$ cat src/rtl/muldiv_unit.sv
// Iterative RV32IM multiply/divide unit: 32 shift-add or restoring-divide steps plus
// one sign-correction cycle, with a START/BUSY/DONE handshake and a fixed 33-cycle latency.
module muldiv_unit (
    input  logic        CLK,
    input  logic        RESET,
    input  logic        START,
    input  logic        KILL,
    input  logic [4:0]  SELECT,
    input  logic [31:0] DATA1,
    input  logic [31:0] DATA2,
    output logic        BUSY,
    output logic        DONE,
    output logic [31:0] RESULT
);

    typedef enum logic [1:0] {S_IDLE, S_CALC, S_ADJUST} state_t;

    state_t      state_q, state_d;
    logic [5:0]  cnt_q;
    logic [2:0]  op_q;
    logic [31:0] opa_q, opb_q;
    logic [63:0] acc_q;
    logic [31:0] rem_q;
    logic        neg_q, rem_neg_q, div_zero_q;
    logic        busy_q, done_q;
    logic [31:0] result_q;

    logic        start_ok;
    logic        a_signed, b_signed, a_neg, b_neg;
    logic [31:0] a_mag, b_mag;
    logic [32:0] mul_sum;
    logic [63:0] mul_next;
    logic [32:0] div_shift, div_trial;
    logic [63:0] prod;
    logic [31:0] quot, remr, result_d;

    assign start_ok = START && !KILL && (SELECT[4:3] == 2'b01) && (state_q == S_IDLE);

    // MUL only needs the low word, so it is handled as unsigned.
    always_comb begin
        // NOTE: every combinationally assigned signal gets a default first so no latch is inferred.
        a_signed = 1'b0;
        b_signed = 1'b0;
        case (SELECT[2:0])
            3'b001, 3'b100, 3'b110: begin
                a_signed = 1'b1;
                b_signed = 1'b1;
            end
            3'b011:  a_signed = 1'b1;
            default: ;
        endcase
    end

    assign a_neg = a_signed & DATA1[31];
    assign b_neg = b_signed & DATA2[31];
    assign a_mag = a_neg ? -DATA1 : DATA1;
    assign b_mag = b_neg ? -DATA2 : DATA2;

    // Multiplier sits in acc low half and shifts out as the product shifts in.
    assign mul_sum  = {1'b0, acc_q[63:32]} + (acc_q[0] ? {1'b0, opa_q} : 33'd0);
    assign mul_next = {mul_sum, acc_q[31:1]};

    // Dividend bits leave acc low half from the top while quotient bits enter at the bottom.
    assign div_shift = {rem_q, acc_q[31]};
    assign div_trial = div_shift - {1'b0, opb_q};

    // Signed overflow (0x80000000 / -1) falls out naturally from magnitude arithmetic.
    assign prod = neg_q ? -acc_q : acc_q;
    assign quot = div_zero_q ? 32'hFFFF_FFFF : (neg_q ? -acc_q[31:0] : acc_q[31:0]);
    assign remr = rem_neg_q ? -rem_q : rem_q;

    always_comb begin
        result_d = remr;
        case (op_q)
            3'b000:                 result_d = prod[31:0];
            3'b001, 3'b010, 3'b011: result_d = prod[63:32];
            3'b100, 3'b101:         result_d = quot;
            default:                result_d = remr;
        endcase
    end

    always_comb begin
        state_d = state_q;
        if (KILL) begin
            state_d = S_IDLE;
        end else begin
            case (state_q)
                S_IDLE:   if (start_ok) state_d = S_CALC;
                S_CALC:   if (cnt_q == 6'd31) state_d = S_ADJUST;
                S_ADJUST: state_d = S_IDLE;
                default:  state_d = S_IDLE;
            endcase
        end
    end

    always_ff @(posedge CLK) begin
        // NOTE: sequential state uses non-blocking assignments so all flops update together.
        if (RESET) state_q <= S_IDLE;
        else       state_q <= state_d;
    end

    always_ff @(posedge CLK) begin
        // NOTE: every datapath register is reset, so an aborted operation leaves no stale state.
        if (RESET) begin
            cnt_q      <= 6'd0;
            op_q       <= 3'd0;
            opa_q      <= 32'd0;
            opb_q      <= 32'd0;
            acc_q      <= 64'd0;
            rem_q      <= 32'd0;
            neg_q      <= 1'b0;
            rem_neg_q  <= 1'b0;
            div_zero_q <= 1'b0;
            busy_q     <= 1'b0;
            done_q     <= 1'b0;
            result_q   <= 32'd0;
        end else begin
            busy_q <= (state_d != S_IDLE);
            done_q <= 1'b0;
            case (state_q)
                S_IDLE: begin
                    if (start_ok) begin
                        op_q       <= SELECT[2:0];
                        opa_q      <= a_mag;
                        opb_q      <= b_mag;
                        acc_q      <= {32'd0, SELECT[2] ? a_mag : b_mag};
                        rem_q      <= 32'd0;
                        neg_q      <= a_neg ^ b_neg;
                        rem_neg_q  <= a_neg;
                        div_zero_q <= (DATA2 == 32'd0);
                        cnt_q      <= 6'd0;
                    end
                end
                S_CALC: begin
                    cnt_q <= (cnt_q == 6'd31) ? 6'd0 : cnt_q + 6'd1;
                    if (op_q[2]) begin
                        acc_q <= {32'd0, acc_q[30:0], ~div_trial[32]};
                        rem_q <= div_trial[32] ? div_shift[31:0] : div_trial[31:0];
                    end else begin
                        acc_q <= mul_next;
                    end
                end
                S_ADJUST: begin
                    if (!KILL) begin
                        result_q <= result_d;
                        done_q   <= 1'b1;
                    end
                end
                default: ;
            endcase
        end
    end

    assign BUSY   = busy_q;
    assign DONE   = done_q;
    assign RESULT = result_q;

endmodule

$ cat config.mk
export PLATFORM = sky130hd
export DESIGN_NAME = muldiv_unit
export DESIGN_NICKNAME = d
export VERILOG_FILES = /design/src/rtl/muldiv_unit.sv
export SDC_FILE = /design/constraint.sdc
export NUM_CORES = 1
export LEC_CHECK = 0
export CAP_MARGIN = 40
export CORE_UTILIZATION = 40
export CTS_CLUSTER_SIZE = 28
export DETAILED_ROUTE_END_ITERATION = 8
export HOLD_SLACK_MARGIN = 0.02
export SLEW_MARGIN = 0
export SYNTH_ARGS = -nofsm -noshare
export SYNTH_HDL_FRONTEND = slang
export SYNTH_SLANG_ARGS = --single-unit
$ cat constraint.sdc
create_clock -name CLK -period 5.2 [get_ports CLK]
set_input_delay 0.78 -clock CLK [delete_from_list [all_inputs] [get_ports CLK]]
set_output_delay 0.78 -clock CLK [all_outputs]
set_load 0.005 [all_outputs]
==> flow_summary_export.csv, run 1 <==
group,metric,value,unit
synthesis,synth_edf_count,0,
sta,fin_crit,4.06,ns
worst_setup_path,cp_max_fo,26,
final_layout,seq_area,4170,µm²
synthesis,yosys_warnings,0,
sta,slew_violations,0,
detailed_routing,routedWlPerCell,20.6,µm
final_layout,num_antenna_cells,0,
clock_network,cts_root_buffer,"clkbuf_16",
global_route,grt_usage,0.264,
synthesis,synth-async-reset-ratio,0,
synthesis,yosysTopAreaCellShare,0.272,
floorplanning,ios,107,
detailed_routing,drt_wl_total,52100,µm
sta,slew_headroom,0.437,
final_layout,stdcell_count,2531,
worst_setup_path,r2r_slack,1.14,ns
worst_setup_path,cp-startpoint,"acc_q[31]",
worst_setup_path,arrival,4.48,ns
synthesis,synth.avg_cell_area,7.77,µm²
clock_network,cts_tree,"done",
detailed_routing,via_per_inst,5.86,
final_layout,area_delta_synth_final,15.8,%
placed_design,dp_cells,2485,
floorplanning,core-area,37700,µm²
worst_setup_path,critPathCaptureType,"register",
detailed_routing,vias,14800,
floorplanning,die_y,198,µm
synthesis,ys_top_cells_by_count,"nor2_1 (213), dfxtp_1 (208), nand2_1 (155)",
clock_network,cts_buffer_depth,3,
sta,min_period_over_period,0.781,
power,powerDensity,247,nW/µm²
power,ir_worst_vdd,0.217,mV
floorplanning,die-area,39000,µm²
final_layout,drive_above_1_share,0.0540,
synthesis,synth_top_cell_by_area,"dfxtp_1",
final_layout,finish.utilization,0.470,
clock_network,cts.repair.resized,0,
detailed_routing,postRouteAntennaNets,0,
global_route,grt_remaining_overflow,0,
floorplanning,num_rows,71,
synthesis,ys_seq_area_frac,0.272,
final_layout,nNetsFinal,2146,
detailed_routing,drt_iter0_markers,1295,
clock_network,cts_hold_buf,0,
synthesis,ys_seq_elements,208,
worst_setup_path,required,5.62,ns
min_path,hold_class,"reg2reg",
synthesis,synthCells,1970,
power,leakage,6.76,nW
sta,tightest_slew,0.845,ns
placed_design,placed_cell_area,16800,µm²
clock_network,numCtsBuffers,26,
global_route,grt_pass1_wl,80100,µm
global_route,antenna_found_initial,0,
sta,hold_viol,0,
clock_network,h-tree-depth,1,
worst_setup_path,path_class,"reg2reg",
sta,rsz0062_at_grt,"false",
worst_setup_path,r2r_start,"acc_q[31]",
floorplanning,start_util,0.406,
global_route,grt_pass1_vias,13800,
synthesis,synth_flop_cell,"dfxtp_1",
sta,final-setup-viol-count,0,
detailed_routing,drc_errors,0,
sta,skew,0.0105,ns
placed_design,place_ws,1.03,ns
final_layout,fin_area,17700,µm²
final_layout,multi_input_area,10500,µm²
placed_design,place_congestion,0.952,
floorplanning,die-width,198,µm
synthesis,synth_area,15300,µm²
synthesis,yosysMostFrequentCell,"nor2_1",
clock_network,clock_latency,0.55,ns
synthesis,synth_nets,2114,
worst_setup_path,r2r_end,"acc_q[0]",
worst_setup_path,cp-start-kind,"register",
synthesis,synthTopCellsByArea,"dfxtp_1 (27%), xnor2_1 (6.5%), a211oi_1 (6.2%)",
sta,setup_tns,0,ns
clock_network,path_clk_slew,0.06,ns
worst_setup_path,ff2ff_path_depth,13,
final_layout,fillers,3854,
global_route,grt_max_degree,60,
outcome,outcome,"complete, no violations",
placed_design,post-dp-hpwl,40400,µm
flow_run,drv_cap,0,
synthesis,synth_cell_types,72,
worst_setup_path,endpoint,"acc_q[0]",
clock_network,cts_sinks,208,
sta,layout_setup_ws,1.14,ns
clock_network,post_cts_buffers,0,
placed_design,io_buffer_count,106,
sta,fmax,246,MHz
detailed_routing,firstDrtPassIters,5,
-- stage by stage --
step,power [mW],hold slack (ns)
2_1_floorplan,2.18,0.432
3_3_place_gp,2.44,0.454
3_5_place_dp,2.45,0.454
4_1_cts,4.40,0.461
5_1_grt,4.53,0.478
6_report,4.38,0.460
-- report_power, final --
part           total (mW)  internal, mW  switching (mW)  leakage, nW
Combinational       0.762         0.293           0.469         4.62
Sequential           1.67          1.62          0.0445         1.68
Clock                1.95          1.21           0.740        0.457
Total                4.38          3.12            1.25         6.76
-- logic make-up after synthesis --
group | share of synthesized area
AND/OR/NAND/NOR | 0.197
AO/OA/AOI/OAI | 0.271
flip-flops | 0.272
XOR/XNOR | 0.117
buffers and inverters | 0.0460
adder cells (fa/ha/maj) | 0.0590
multiplexers | 0.0373
-- cell usage in the layout, fill, tap and decap left out, types with 18 or more instances in the layout --
master,n
o41ai_1,20
dfxtp_1,206
clkbuf_16,27
xnor2_1,112
a21oi_1,130
a211oi_1,126
xor2_1,91
clkdlybuf4s50_1,105
o31ai_1,36
or4_1,23
nand3_1,20
nor3_1,44
and2_1,46
inv_1,58
mux2i_1,48
a22oi_1,18
a21o_1,33
a22o_1,18
ha_1,69
nand2_1,154
buf_4,26
or3_1,25
nor2_1,211
o21ai_0,120
-- final cells by class --
cell class	count	area share
Inverter	58	0.0123
Tap cell	511	0.0361
Multi-Input combinational cell	1575	0.591
Timing Repair Buffer	133	0.0730
Clock buffer	38	0.0450
Sequential cell	208	0.235
Clock inverter	8	0.00713
-- worst max-delay path, stage by stage, from the launching register on --
cell and delay, ns:
dfxtp_1 0.51, inv_1 0.08, ha_1 0.22, fa_1 0.41, nor2b_1 0.18, o31ai_1 0.11
a21oi_1 0.22, o21ai_0 0.25, o31ai_1 0.61, a31oi_1 0.22, xnor2_2 0.18, buf_4 0.39
nand2_1 0.11, a221oi_1 0.39
-- per-layer routing --
layer  GRT usage  wire length, µm
met1       0.377            24700
met2       0.413            22600
met3      0.0297             3160
met4      0.0824             1620
met5           0                0
-- sequential cells by signal, indices dropped and copies added, names as in the netlist --
signal,cells
cnt_q,6
rem_q,32
BUSY,1
opb_q,32
opa_q,32
acc_q,64
DONE,1
RESULT,32
state_q,2
op_q,3
rem_neg_q,1
div_zero_q,1
neg_q,1
-- worst min path at each step --
stage / from / endpoint / cells past startpoint
floorplan: opa_q[0] / opa_q[0] / 2
global placement: RESULT[17] / RESULT[17] / 2
detailed placement: RESULT[13] / RESULT[13] / 2
CTS: RESULT[13] / RESULT[13] / 2
global route: RESULT[13] / RESULT[13] / 2
finish: RESULT[13] / RESULT[13] / 2
Power figures use the tool's default switching activity.
==> inputs of run 2 (changes only) <==
==> constraint.sdc (replaced) <==
create_clock -name CLK -period 3.9 [get_ports CLK]
set_input_delay 0.585 -clock CLK [delete_from_list [all_inputs] [get_ports CLK]]
set_output_delay 0.585 -clock CLK [all_outputs]
set_load 0.005 [all_outputs]
==> run 2 against run 1 <==
Sequential power is 32% higher. Combinational power is 43% higher. Global-route usage is 0.41 points higher. Core utilization is 1.1 points higher. Non-clock buffer count is 45 higher. Clock skew is 0.0077 ns higher. Sequential share of layout area is 0.54 points lower. Sequential cell count stayed put. Cell area is 2.4% higher. Highest routed layer unchanged.
==> flow_summary_export.csv, run 2 (synthesized netlist as in run 1, its figures left out) <==
group,metric,value,unit
worst_setup_path,path_class,"reg2reg",
sta,hold_viol,0,
worst_setup_path,critPathCaptureType,"register",
final_layout,drive_above_1_share,0.0750,
power,ir_worst_vdd,0.314,mV
floorplanning,num_rows,71,
worst_setup_path,slowest_stage,"or4_1",
worst_setup_path,cp-start-kind,"register",
final_layout,nNetsFinal,2191,
detailed_routing,drt_wl_total,53500,µm
floorplanning,die_y,198,µm
power,p_comb_frac,0.178,
clock_network,numCtsBuffers,26,
floorplanning,start_util,0.406,
worst_setup_path,critPathTopFamily,"simple AND/OR/NAND/NOR gates",
worst_setup_path,cp-startpoint,"acc_q[10]",
detailed_routing,postRouteAntennaNets,0,
global_route,grt_pass1_vias,14100,
global_route,grt_remaining_overflow,0,
final_layout,num_antenna_cells,0,
sta,slew_violations,0,
sta,setup_tns,0,ns
flow_run,drv_cap,0,
final_layout,multi_input_area,10500,µm²
clock_network,h-tree-depth,1,
power,switching_share,0.281,
final_layout,area_delta_synth_final,18.5,%
placed_design,post-dp-hpwl,41000,µm
sta,fmax,264,MHz
placed_design,io_buffer_count,106,
detailed_routing,firstDrtPassIters,5,
worst_setup_path,r2r_start,"acc_q[10]",
detailed_routing,vias,15100,
worst_setup_path,cp_max_fo,9,
clock_network,cts_tree,"done",
clock_network,path_clk_slew,0.06,ns
worst_setup_path,ff2ff_path_depth,10,
detailed_routing,routedWlPerCell,20.7,µm
global_route,grt_usage,0.268,
global_route,antenna_found_initial,1,
detailed_routing,drt_iter0_markers,1226,
worst_setup_path,required,4.30,ns
sta,slew_headroom,0.459,
worst_setup_path,critical_path.max_stage_delay,0.61,ns
detailed_routing,via_per_inst,5.88,
clock_network,cts_hold_buf,0,
outcome,outcome,"complete, no violations",
floorplanning,die-area,39000,µm²
power,switchingPower,1.72,mW
clock_network,post_cts_buffers,0,
floorplanning,core-area,37700,µm²
final_layout,fillers,3781,
floorplanning,die-width,198,µm
worst_setup_path,crit_buf_inv,0,
clock_network,cts_root_buffer,"clkbuf_16",
final_layout,mostFrequentLayoutCells,"nor2_1 (212), dfxtp_1 (206), nand2_1 (154), a21oi_1 (130), a211oi_1 (126)",
clock_network,cts_sinks,208,
final_layout,seq_area,4170,µm²
final_layout,finish.utilization,0.481,
final_layout,top_register,"acc_q",
worst_setup_path,endpoint,"RESULT[13]",
power,finalPower,6.12,mW
power,clock_power_share,0.461,
min_path,hold_class,"reg2reg",
sta,rsz0062_at_grt,"false",
sta,min_period_over_period,0.970,
worst_setup_path,crit_chain,"or4_1, or3_1, nor3_1, and3_1, nand3_2, o31ai_1, xor2_1, o221ai_1, nand2_1, a21oi_1",
final_layout,largest_register_ffs,64,
worst_setup_path,r2r_slack,0.12,ns
clock_network,cts_buffer_depth,3,
power,seq_power_share,0.360,
sta,tightest_slew,0.808,ns
floorplanning,ios,107,
final_layout,layout_commonest_cell,"nor2_1",
power,powerDensity,338,nW/µm²
sta,fin_crit,3.78,ns
power,p_int,4.40,mW
placed_design,place_congestion,0.973,
sta,skew,0.0183,ns
clock_network,cts.repair.resized,0,
power,leakage,7.01,nW
worst_setup_path,arrival,4.18,ns
global_route,grt_pass1_wl,81500,µm
worst_setup_path,worst-path-stages,10,
sta,final-setup-viol-count,0,
clock_network,clock_latency,0.56,ns
worst_setup_path,r2r_end,"RESULT[13]",
detailed_routing,drc_errors,0,
global_route,grt_max_degree,131,
## run 2: changes by cell type in the layout (fill, tap and decap cells not counted), sizes merged
cell	change
bufinv	+5
clkinvlp	+2
clkbuf	-7
clkinv	+2
buf	+45
inv	-1
## run 2: power by group through the flow
stage | Clock (mW) | Combinational (mW) | Sequential [mW]
floorplan | 0 | 0.672 | 2.23
global placement | 0 | 1.07 | 2.25
detailed placement | 0 | 1.07 | 2.25
CTS | 2.88 | 1.08 | 2.20
global route | 2.97 | 1.17 | 2.21
finish | 2.82 | 1.09 | 2.21
## run 2: per-stage QoR
| step | cells | hold WS [ns] | instance area (µm²) | worst slack [ns] |
|---|---|---|---|---|
| CTS | 2577 | 0.450 | 18100 | 0.274 |
| global route | 2577 | 0.477 | 18100 | 0.0313 |
| detailed placement | 2530 | 0.456 | 17100 | 0.0504 |
| global placement | 2528 | 0.453 | 17100 | 0.152 |
| finish | 2577 | 0.462 | 18100 | 0.119 |
| floorplan | 1970 | 0.432 | 15300 | 0.568 |
## run 2: tightest hold or removal path: stages (launching register included)
cell and delay [ns]:
dfxtp_1 0.31, nand2_1 0.05, a21oi_1 0.05
## run 2: cell type report
class,instances,area share
clock buffer,31,0.0386
clock inverter,16,0.0166
inverter,58,0.0120
multi-input combinational,1575,0.578
sequential,208,0.230
tap,511,0.0353
timing repair buffer,178,0.0903
## run 2: worst min-delay path by stage
| stage | start | to | depth (start not counted) |
|---|---|---|---|
| floorplan | opa_q[0] | opa_q[0] | 2 |
| global placement | RESULT[13] | RESULT[13] | 2 |
| detailed placement | RESULT[17] | RESULT[17] | 2 |
| CTS | RESET | rem_neg_q | 2 |
| global route | RESET | rem_neg_q | 2 |
| finish | RESULT[17] | RESULT[17] | 2 |
## run 2: metal layers
metal	part of all wire	track usage	vias up
li1	-	-	7348
met1	0.47	0.383	7200
met2	0.43	0.414	509
met3	0.061	0.0335	84
met4	0.033	0.0913	0
met5	0	0	-
